<file path="config.mk">
export PLATFORM = sky130hd
export DESIGN_NAME = keypad_word_loader
export DESIGN_NICKNAME = d
export VERILOG_FILES = /design/src/rtl/keypad_word_loader.sv
export SDC_FILE = /design/constraint.sdc
export NUM_CORES = 1
export LEC_CHECK = 0
export ABC_AREA = 1
export BUFFER_PORTS_ARGS = -buffer_cell sky130_fd_sc_hd__clkbuf_2
export CORE_UTILIZATION = 49
export CTS_CLUSTER_SIZE = 24
export DETAILED_ROUTE_END_ITERATION = 12
export PLACE_DENSITY = 0.75
export SYNTH_ARGS = -nofsm -noshare
export SYNTH_HDL_FRONTEND = slang
export SYNTH_SLANG_ARGS = --single-unit
</file>
<file path="constraint.sdc">
create_clock -name clk -period 1.6 [get_ports clk]
set_clock_uncertainty 0.15 [all_clocks]
set_input_delay 0.32 -clock clk [delete_from_list [all_inputs] [get_ports clk]]
set_output_delay 0.32 -clock clk [all_outputs]
set_load 0.03 [all_outputs]
</file>
<file path="src/rtl/keypad_word_loader.sv">
// Builds a 16-bit word from four synchronized hex key presses and writes it to the
// downstream register with a one-cycle WE. Optional inactivity timeout: KEYPAD_LOADER_TIMEOUT_EN.
module keypad_word_loader #(
    parameter int unsigned SYNC_STAGES    = 2,
    parameter int unsigned TIMEOUT_CYCLES = 50_000_000
) (
    input  logic        clk,
    input  logic        rst,
    input  logic        key_pressed,
    input  logic [3:0]  key_code,
    input  logic        clear,
    output logic [15:0] D,
    output logic        WE,
    output logic [2:0]  digit_cnt,
    output logic        entry_active
);

    localparam int unsigned DATA_W = 16;
    localparam int unsigned CNT_W  = 3;

    typedef enum logic [1:0] {
        ST_IDLE,
        ST_COLLECT,
        ST_COMMIT
    } state_e;

    // Illegal parameterisations stop elaboration.
    if (SYNC_STAGES < 2 || TIMEOUT_CYCLES < 2) begin : g_bad_params
        $error("keypad_word_loader: SYNC_STAGES and TIMEOUT_CYCLES must both be >= 2");
    end

    state_e              state_q, state_d;
    logic [DATA_W-1:0]   d_q, d_d;
    logic [CNT_W-1:0]    cnt_q, cnt_d;
    logic                we_q, we_d;
    logic [SYNC_STAGES-1:0] sync_q;
    logic                ks_d_q;
    logic                ks;
    logic                acc;
    logic                acc_ok;

`ifdef KEYPAD_LOADER_TIMEOUT_EN
    localparam int unsigned TMO_W = $clog2(TIMEOUT_CYCLES);
    logic [TMO_W-1:0]    tmo_q, tmo_d;
`endif

    assign ks     = sync_q[SYNC_STAGES-1];
    assign acc    = ks & ~ks_d_q;
    assign acc_ok = acc & ~clear;

    // Key strobe synchronizer and rising-edge history flop.
    always_ff @(posedge clk or posedge rst) begin
        if (rst) begin
            sync_q <= '0;
            ks_d_q <= 1'b0;
        end else begin
            sync_q <= {sync_q[SYNC_STAGES-2:0], key_pressed};
            ks_d_q <= ks;
        end
    end

    always_ff @(posedge clk or posedge rst) begin
        if (rst) begin
            state_q <= ST_IDLE;
            d_q     <= '0;
            cnt_q   <= '0;
            we_q    <= 1'b0;
        end else begin
            state_q <= state_d;
            d_q     <= d_d;
            cnt_q   <= cnt_d;
            we_q    <= we_d;
        end
    end

`ifdef KEYPAD_LOADER_TIMEOUT_EN
    always_ff @(posedge clk or posedge rst) begin
        if (rst) begin
            tmo_q <= '0;
        end else begin
            tmo_q <= tmo_d;
        end
    end
`endif

    always_comb begin
        state_d = state_q;
        d_d     = d_q;
        cnt_d   = cnt_q;
        we_d    = 1'b0;
`ifdef KEYPAD_LOADER_TIMEOUT_EN
        tmo_d   = '0;
`endif

        if (acc_ok) begin
            d_d = {d_q[DATA_W-5:0], key_code};
        end

        unique case (state_q)
            ST_IDLE: begin
                if (acc_ok) begin
                    state_d = ST_COLLECT;
                    cnt_d   = CNT_W'(1);
                end
            end
            ST_COLLECT: begin
                if (acc_ok) begin
                    cnt_d = cnt_q + CNT_W'(1);
                    if (cnt_q == CNT_W'(3)) begin
                        state_d = ST_COMMIT;
                        we_d    = 1'b1;
                    end
`ifdef KEYPAD_LOADER_TIMEOUT_EN
                end else if (tmo_q == TMO_W'(TIMEOUT_CYCLES - 2)) begin
                    // Counter would reach TIMEOUT_CYCLES-1: abandon the partial word.
                    state_d = ST_IDLE;
                    cnt_d   = '0;
                end else begin
                    tmo_d = tmo_q + TMO_W'(1);
`endif
                end
            end
            ST_COMMIT: begin
                if (acc_ok) begin
                    state_d = ST_COLLECT;
                    cnt_d   = CNT_W'(1);
                end else begin
                    state_d = ST_IDLE;
                    cnt_d   = '0;
                end
            end
            default: begin
                state_d = ST_IDLE;
                cnt_d   = '0;
            end
        endcase

        // Abort wins over any simultaneous accept; D stays as it was.
        if (clear) begin
            state_d = ST_IDLE;
            cnt_d   = '0;
            we_d    = 1'b0;
`ifdef KEYPAD_LOADER_TIMEOUT_EN
            tmo_d   = '0;
`endif
        end
    end

    assign D            = d_q;
    assign WE           = we_q;
    assign digit_cnt    = cnt_q;
    assign entry_active = (cnt_q != '0);

endmodule

</file>
==> reports/qor.csv, run 1 <==
stage,metric,value,unit
outcome,status,finished clean,
placed_design,port-buffer-count,28,
cells_and_area,area_growth_syn_to_layout,25.7,%
pwr,ir_worst_vdd,0.747,mV
routing,antenna_left,0,
cells_and_area,final_cell_mix,"nand2_1 (44), clkbuf_2 (27), dfrtp_1 (25), inv_1 (14), o21ai_0 (8)",
clocking,cts_htree_levels,1,
yosys,syn_area_per_cell,9.30,um^2
yosys,syn-num-nets,122,
clocking,clock-sinks,25,
routing,routedWlPerCell,10.7,um
critical_path,critical_path_class,register to output pin,
job,cap_violations,0,
clocking,clk_latency,0.30,ns
pwr,cellLeakagePower,0.741,nW
critical_path,cp_top_family,flip-flops,
cells_and_area,num-fill-cells,172,
yosys,ys_seq_elements,25,
die,ios,29,
global_route,antenna_found_initial,0,
pwr,comb_power_share,30.0,%
routing,drc,0,
critical_path,cp-start-kind,register,
global_route,grt_pass1_vias,690,
yosys,syn-cell-area,1030,um^2
die,die_x,47.9,um
global_route,grt_pass1_wl,2.88,mm
routing,drt_iter0_drc,11,
critical_path,arrival,1.13,ns
sta,tightest_slew,0.371,ns
critical_path,cp.required,1.13,ns
critical_path,crit_chain,inv_2 > ha_4 > nand2_4 > buf_8,
sta,rsz0062_at_grt,true,
global_route,track_usage,18.9,%
cells_and_area,mostFrequentLayoutCell,nand2_1,
global_route,grt_max_degree,26,
pwr,clockPowerShare,17.8,%
routing,routed_wl,1.88,mm
critical_path,end_kind,output pin,
hold_path,hold_class,input pin to register,
pwr,p_per_area,1160,nW/um^2
placed_design,gp_congestion,0.812,
critical_path,path_buf_inv,2,
pwr,p_sw,0.000550,W
die,die-area,2290,um^2
cells_and_area,layout-drive-gt1-share,29.7,%
clocking,root_buffer,clkbuf_4,
yosys,syn_inst,111,
sta,max_freq,0.625,GHz
critical_path,worstPathMaxFanout,2,
die,dieHeight,47.9,um
sta,relSlewSlack,75.2,%
pwr,sw_frac_of_total,36.4,%
sta,fin_crit,1.60,ns
clocking,path_clk_slew,0.13,ns
global_route,overflow,0,
routing,firstDrtPassIters,4,
die,start_util,52.6,%
sta,timing.final.crit_share,99.9,%
clocking,cts_buffers,3,
critical_path,critical-path-max-stage-delay,0.42,ns
placed_design,place_inst,165,
pwr,p_int,0.000960,W
clocking,clockBufferDepth,2,
sta,final.setup.tns,0,ns
cells_and_area,instances_no_fill,175,
sta,hold_viol,0,
critical_path,crit_slowest_cell,dfrtp_1,
die,row_count,16,
cells_and_area,final_nets,160,
placed_design,place_hpwl,1.26,mm
yosys,synth_cell_types,13,
pwr,pwr-share-seq,52.2,%
yosys,seq_area_frac_synth,60.6,%
routing,via_count,815,
sta,setup_viol,0,
die,core_area,1960,um^2
sta,final_max_slew_viol_count,0,
cells_and_area,diodes,0,
yosys,yosys_warnings,0,
clocking,cts_tree,yes,
routing,vias_per_cell,4.66,
==> metal layers <==
metal	up-vias	GRT usage (%)	wire length (um)	part of all wire (%)
li1	411	-	-	-
met1	360	23.3	822	44
met2	38	31.6	900	48
met3	6	4.91	108	5.7
met4	0	7.22	48	2.6
met5	-	0	0	0
==> worst min-delay path, delay by kind of cell <==
| family | cells | cell delay, ns |
|---|---|---|
| buf+inv | 1 | 0.08 |
| compound gates | 1 | 0.05 |
| simple gates | 1 | 0.04 |
==> cells by family (layout without fill, tap and decap cells) <==
group,count (synthesis),in the layout,synth area share [%]
and+or+nand+nor,56,56,23.4
DFF,25,25,60.6
buffers and inverters,18,55,8.00
AOI/OAI and AO/OA,9,9,4.36
adders and majority gates,3,3,3.64
==> power by group through the flow <==
stage / registers [W] / clock network [W] / logic [W]
5_1_grt: 0.000804 / 0.000308 / 0.000492
2_1_floorplan: 0.000971 / 0 / 0.000119
6_report: 0.000788 / 0.000268 / 0.000454
3_3_place_gp: 0.000797 / 0 / 0.000413
3_5_place_dp: 0.000801 / 0 / 0.000421
4_1_cts: 0.000788 / 0.000276 / 0.000444
==> synth_stat cells, drive strengths merged <==
master	number	area share [%]
o21ai	9	4.4
dfrtp	25	61
nor2	4	2.9
nor3	2	0.97
nand3	3	1.5
inv	16	5.8
nand2	47	18
ha	3	3.6
buf	2	2.2
==> cell type report <==
type / count / area (um^2) / area share, %
repair buffers: 35 / 208 / 16.0
flip-flops and latches: 25 / 626 / 48.2
well taps: 27 / 33.8 / 2.60
clock buffers: 4 / 26.3 / 2.03
inverters: 16 / 60.1 / 4.63
multi-input cells: 68 / 344 / 26.5
==> metrics by stage <==
stage / area, um^2 / setup WS [ns] / hold slack [ns] / utilization (%) / power [W]
2_1_floorplan: 1030 / 0.0926 / 0.181 / - / 0.00109
3_3_place_gp: 1190 / 0.273 / 0.182 / 60.7 / 0.00121
3_5_place_dp: 1190 / 0.224 / 0.192 / 60.7 / 0.00122
4_1_cts: 1280 / 0.0141 / 0.0642 / 65.3 / 0.00151
5_1_grt: 1300 / -0.0432 / 0.0548 / 66.1 / 0.00160
6_report: 1300 / 0.00127 / 0.0621 / 66.1 / 0.00151
==> worst paths after layout <==
kind	startpoint	to	slack [ns]	depth (start not counted)
hold / removal	key_code[2]	D[2]	0.06	3
hold reg to reg	sync_q[0]	sync_q[1]	0.21	0
setup reg to reg	digit_cnt[0]	digit_cnt[2]	0.16	6
setup / recovery	digit_cnt[0]	entry_active	0.001	4
min in group asynchronous	rst	D[2]	0.41	4
max in group asynchronous	rst	sync_q[1]	0.64	4
==> timing repair <==
item,in CTS,in global routing
hold buffers,2,0
pin swaps,2,0
setup buffers,3,1
gates resized for setup,6,3
setup endpoints to repair,1,1
hold endpoints to repair,26,0
==> registers in the layout (all words and copies together), names as in the netlist <==
register,flops
sync_q,2
D,16
digit_cnt,3
ks_d_q,1
WE,1
state_q,2
Note: power is estimated with default switching activity, not from simulation.
==> run 2, diff against run 1 <==
--- a/config.mk
+++ b/config.mk
@@ -9,6 +9,8 @@
 export BUFFER_PORTS_ARGS = -buffer_cell sky130_fd_sc_hd__clkbuf_2
-export CORE_UTILIZATION = 49
+export CELL_PAD_IN_SITES_DETAIL_PLACEMENT = 1
+export CELL_PAD_IN_SITES_GLOBAL_PLACEMENT = 2
+export CORE_UTILIZATION = 29
 export CTS_CLUSTER_SIZE = 24
 export DETAILED_ROUTE_END_ITERATION = 12
-export PLACE_DENSITY = 0.75
+export PLACE_DENSITY = 0.74
 export SYNTH_ARGS = -nofsm -noshare
--- a/constraint.sdc
+++ b/constraint.sdc
@@ -4,2 +4,2 @@
 set_output_delay 0.32 -clock clk [all_outputs]
-set_load 0.03 [all_outputs]
+set_load 0.02 [all_outputs]
==> run 2 against run 1 <==
Net effect:
- global-route usage is 4.7 points lower
- power down 2.9%
- register-to-register slack about the same
- via count is 1.2% lower
- sequential power barely moved
- first-iteration DRC count grew 27%
- non-clock buffer count stayed put
- critical path type unchanged
==> reports/qor.csv, run 2 (same netlist as run 1, synthesis figures left out) <==
stage,metric,value,unit
outcome,status,finished clean,
critical_path,rr_endpoint,digit_cnt[2],
hold_path,hold_class,input pin to register,
placed_design,gp_congestion,0.763,
global_route,grt_pass1_vias,816,
clocking,cts_tree,yes,
pwr,power,0.00147,W
sta,rsz0062_at_grt,true,
critical_path,rr_startpoint,digit_cnt[0],
die,dieHeight,61.7,um
critical_path,cp-start-kind,register,
global_route,grt_pass1_wl,3.86,mm
cells_and_area,layout-drive-gt1-share,30.4,%
die,core_area,3360,um^2
clocking,root_buffer,clkbuf_4,
critical_path,crit_slowest_cell,dfrtp_1,
cells_and_area,area_growth_syn_to_layout,28.4,%
die,row_count,21,
hold_path,hp-start,key_code[1],
routing,routed_wl,2.31,mm
sta,tightest_slew,0.378,ns
critical_path,r2r_slack,0.15,ns
routing,drt_iter0_drc,14,
routing,drc,0,
job,cap_violations,0,
clocking,cts_htree_levels,1,
placed_design,postPlaceCellArea,1210,um^2
critical_path,worstPathMaxFanout,2,
cells_and_area,final_cell_mix,"nand2_1 (44), clkbuf_2 (27), dfrtp_1 (25), inv_1 (14), o21ai_0 (8)",
cells_and_area,num-fill-cells,440,
pwr,ir_worst_vdd,0.304,mV
sta,timing.final.crit_share,99.0,%
cells_and_area,multi_input_area,344,um^2
global_route,overflow,0,
cells_and_area,mostFrequentLayoutCell,nand2_1,
sta,relSlewSlack,74.8,%
pwr,p_per_area,1110,nW/um^2
global_route,track_usage,14.2,%
sta,hold_viol,0,
routing,via_count,805,
clocking,path_clk_slew,0.14,ns
cells_and_area,final_nets,160,
sta,final_max_slew_viol_count,0,
die,die-area,3800,um^2
die,ios,29,
critical_path,critical_path_class,register to output pin,
placed_design,place_hpwl,1.52,mm
routing,antenna_left,0,
clocking,clk_latency,0.32,ns
cells_and_area,largest_reg_flops,16,
die,start_util,30.7,%
critical_path,path_buf_inv,2,
global_route,grt_max_degree,26,
sta,fin_crit,1.58,ns
placed_design,port-buffer-count,28,
hold_path,worstHoldPathCells,3,
cells_and_area,design_area,1330,um^2
die,die_x,61.7,um
critical_path,rr_worst_depth,6,
critical_path,critical-path-max-stage-delay,0.42,ns
cells_and_area,regArea,626,um^2
clocking,clockBufferDepth,2,
critical_path,end_kind,output pin,
clocking,cts_buffers,3,
hold_path,hold_end,D[1],
critical_path,cp.required,1.13,ns
routing,firstDrtPassIters,4,
sta,setup_viol,0,
pwr,cellLeakagePower,0.740,nW
clocking,clock-sinks,25,
critical_path,crit_chain,inv_2 > ha_4 > nand2_4 > buf_8,
critical_path,arrival,1.11,ns
global_route,antenna_found_initial,0,
sta,max_freq,0.631,GHz
routing,vias_per_cell,4.15,
critical_path,cp_top_family,flip-flops,
cells_and_area,diodes,0,
routing,routedWlPerCell,11.9,um
-- run 2: cell count changes in the layout (fill, tap and decap cells not counted) --
cell	before	now
clkbuf_1	1	0
clkinvlp_4	0	1
-- run 2: stage by stage --
stage	instances	hold WS (ns)	util, %	setup WS, ns	setup TNS (ns)
after floorplan	111	0.181	-	0.229	0
final	194	0.0408	39.4	0.0153	0
after global routing	194	0.0397	39.4	-0.0436	-0.0436
after CTS	194	0.0265	39.2	-0.00735	-0.00735
after detailed placement	184	0.189	36.1	0.238	0
after global placement	184	0.185	36.1	0.288	0
-- run 2: worst max path at each step --
| stage | startpoint | endpoint | slack (ns) | cells past startpoint |
|---|---|---|---|---|
| global route | digit_cnt[1] | entry_active | -0.04 | 4 |
| floorplan | digit_cnt[0] | entry_active | 0.23 | 3 |
| CTS | digit_cnt[0] | entry_active | -0.007 | 4 |
| finish | digit_cnt[1] | entry_active | 0.02 | 4 |
| detailed placement | ks_d_q | D[2] | 0.24 | 4 |
| global placement | digit_cnt[0] | entry_active | 0.29 | 4 |
-- run 2: power breakdown --
| part | total (W) | switching (W) | leakage, nW | internal [W] |
|---|---|---|---|---|
| logic | 0.000382 | 0.000245 | 0.404 | 0.000136 |
| registers | 0.000788 | 0.0000639 | 0.322 | 0.000724 |
| clock network | 0.000296 | 0.000200 | 0.0139 | 0.0000955 |
| total | 0.00147 | 0.000509 | 0.740 | 0.000956 |
-- run 2: worst min-delay path: stages --
cell and delay, ns:
clkbuf_2 0.07, nand2_1 0.04, o21ai_0 0.06
-- run 2: layout make-up --
cell class                      count  share of cell area, %
Tap cell                           46                   4.34
Timing Repair Buffer               35                   15.7
Sequential cell                    25                   47.2
Clock inverter                      1                  0.567
Multi-Input combinational cell     68                   26.0
Inverter                           16                   4.53
Clock buffer                        3                   1.70
-- run 2: per-layer routing --
metal  vias up  share of wire, %  global-route usage (%)
met5         -                 0                       0
met1       380                48                    19.4
li1        408                 -                       -
met4         0              0.65                    6.67
met3         2               2.9                    1.89
met2        15                49                    22.1
-- run 2: repair_timing --
action | 4_1_cts | 5_1_grt
hold endpoints to repair | 26 | 0
setup endpoints to repair | 1 | 1
resized for setup | 7 | 2
buffers inserted | 4 | 0
pin swaps | 2 | 0
hold buffers | 2 | 0
==> run 3, diff against run 2 <==
- PLACE_DENSITY: 0.74 -> 0.75
==> run 3 against run 2 <==
Net effect:
- global-route usage shrank 1.2 points
- final area shrank 1.7%
- first-iteration DRC count is 29% higher
- fmax is 0.31% higher
- register-to-register slack improved by 0.04 ns
- die area unchanged
- clock power is 2% lower
- worst hold slack improved by 0.0033 ns
- clock-buffer cell count is the same
- largest cell class unchanged
==> reports/qor.csv, run 3 (same netlist as run 1, synthesis figures left out) <==
stage,metric,value,unit
outcome,status,finished clean,
die,die-area,3800,um^2
placed_design,port-buffer-count,28,
cells_and_area,post-route-util,38.7,%
clocking,cts_tree,yes,
clocking,cts_buffers,3,
cells_and_area,mostFrequentLayoutCell,nand2_1,
global_route,track_usage,13.0,%
cells_and_area,design_area,1300,um^2
cells_and_area,area_growth_syn_to_layout,26.2,%
sta,fin_ws,0.0202,ns
sta,final.setup.tns,0,ns
critical_path,r2r_slack,0.19,ns
routing,firstDrtPassIters,4,
sta,fin_crit,1.58,ns
sta,final_max_slew_viol_count,0,
pwr,cellLeakagePower,0.734,nW
routing,drt_iter0_drc,18,
die,die_x,61.7,um
clocking,path_clk_slew,0.14,ns
critical_path,cp-start-kind,register,
sta,hold_viol,0,
job,cap_violations,0,
clocking,cts_htree_levels,1,
global_route,grt_pass1_vias,758,
sta,max_freq,0.633,GHz
routing,drc,0,
placed_design,place_ws,0.227,ns
clocking,clock-sinks,25,
critical_path,worstPathMaxFanout,2,
cells_and_area,layout-drive-gt1-share,29.5,%
sta,relSlewSlack,75.0,%
sta,fin_hold_ws,0.0441,ns
clocking,clockBufferDepth,2,
cells_and_area,num-fill-cells,427,
cells_and_area,final_nets,158,
placed_design,postPlaceCellArea,1210,um^2
global_route,grt_pass1_wl,3.46,mm
die,dieHeight,61.7,um
routing,routed_wl,2.11,mm
die,ios,29,
global_route,grt_max_degree,26,
critical_path,arrival,1.11,ns
clocking,clk_latency,0.32,ns
routing,via_count,802,
sta,tightest_slew,0.374,ns
die,start_util,30.7,%
global_route,antenna_found_initial,0,
critical_path,cp.required,1.13,ns
cells_and_area,diodes,0,
global_route,overflow,0,
placed_design,gp_congestion,0.755,
placed_design,place_hpwl,1.46,mm
routing,antenna_left,0,
critical_path,critical-path-max-stage-delay,0.42,ns
die,row_count,21,
pwr,p_per_area,1110,nW/um^2
routing,vias_per_cell,4.18,
cells_and_area,largest_reg_flops,16,
cells_and_area,final_cell_mix,"nand2_1 (44), clkbuf_2 (27), dfrtp_1 (25), inv_1 (14), o21ai_0 (8)",
critical_path,critical_path_class,register to output pin,
clocking,root_buffer,clkbuf_4,
critical_path,crit_slowest_cell,dfrtp_1,
critical_path,end_kind,output pin,
critical_path,crit_chain,inv_2 > ha_4 > nand2_2 > buf_8,
sta,setup_viol,0,
pwr,ir_worst_vdd,0.428,mV
hold_path,hold_class,input pin to register,
sta,timing.final.crit_share,98.7,%
routing,routedWlPerCell,11.0,um
die,core_area,3360,um^2
sta,rsz0062_at_grt,true,
[run 3: what timing repair did]
action / 4_1_cts / 5_1_grt
hold buffers: 2 / 0
endpoints found under the hold margin: 26 / 0
setup endpoints to repair: 1 / 1
buffers inserted: 2 / 0
gates resized for setup: 3 / 5
pin swaps: 1 / 1
[run 3: area by class of cell]
cell class,instances,area (um^2),area share (%)
flip-flops and latches,25,626,48.0
multi-input cells,68,339,26.0
repair buffers,33,193,14.8
inverters,16,60.1,4.61
well taps,46,57.6,4.42
clock buffers,3,22.5,1.73
clock inverters,1,5.00,0.384
[run 3: where the power goes]
group / internal [W] / total [W] / switching, W
Clock: 0.0000937 / 0.000289 / 0.000195
Sequential: 0.000724 / 0.000789 / 0.0000644
Combinational: 0.000129 / 0.000369 / 0.000240
[run 3: path summary, 6_finish.rpt]
check,start,end,cells past startpoint
setup / recovery,digit_cnt[1],entry_active,4
hold / removal,key_code[2],D[2],3
setup reg to reg,digit_cnt[0],digit_cnt[2],6
hold reg to reg,sync_q[0],sync_q[1],0
max in group asynchronous,rst,digit_cnt[1],4
min in group asynchronous,rst,D[2],4
[run 3: critical path, delay by kind of cell (launching register included)]
kind,cells,cell delay (ns)
adder cells (fa/ha/maj),1,0.12
AND/OR/NAND/NOR,1,0.05
flip-flops,1,0.42
buffers and inverters,2,0.20
[run 3: metal layers]
metal | GRT usage (%) | vias up | wire length [um]
met5 | 0 | - | 0
met4 | 7.62 | 0 | 35
met3 | 1.89 | 4 | 72
met2 | 19.0 | 17 | 1020
met1 | 18.0 | 374 | 984
li1 | - | 407 | -
[run 3: metrics by stage]
| stage | instances | total power (W) |
|---|---|---|
| finish | 192 | 0.00145 |
| global route | 192 | 0.00154 |
| CTS | 192 | 0.00147 |
| detailed placement | 184 | 0.00116 |
| global placement | 184 | 0.00115 |
| floorplan | 111 | 0.00102 |
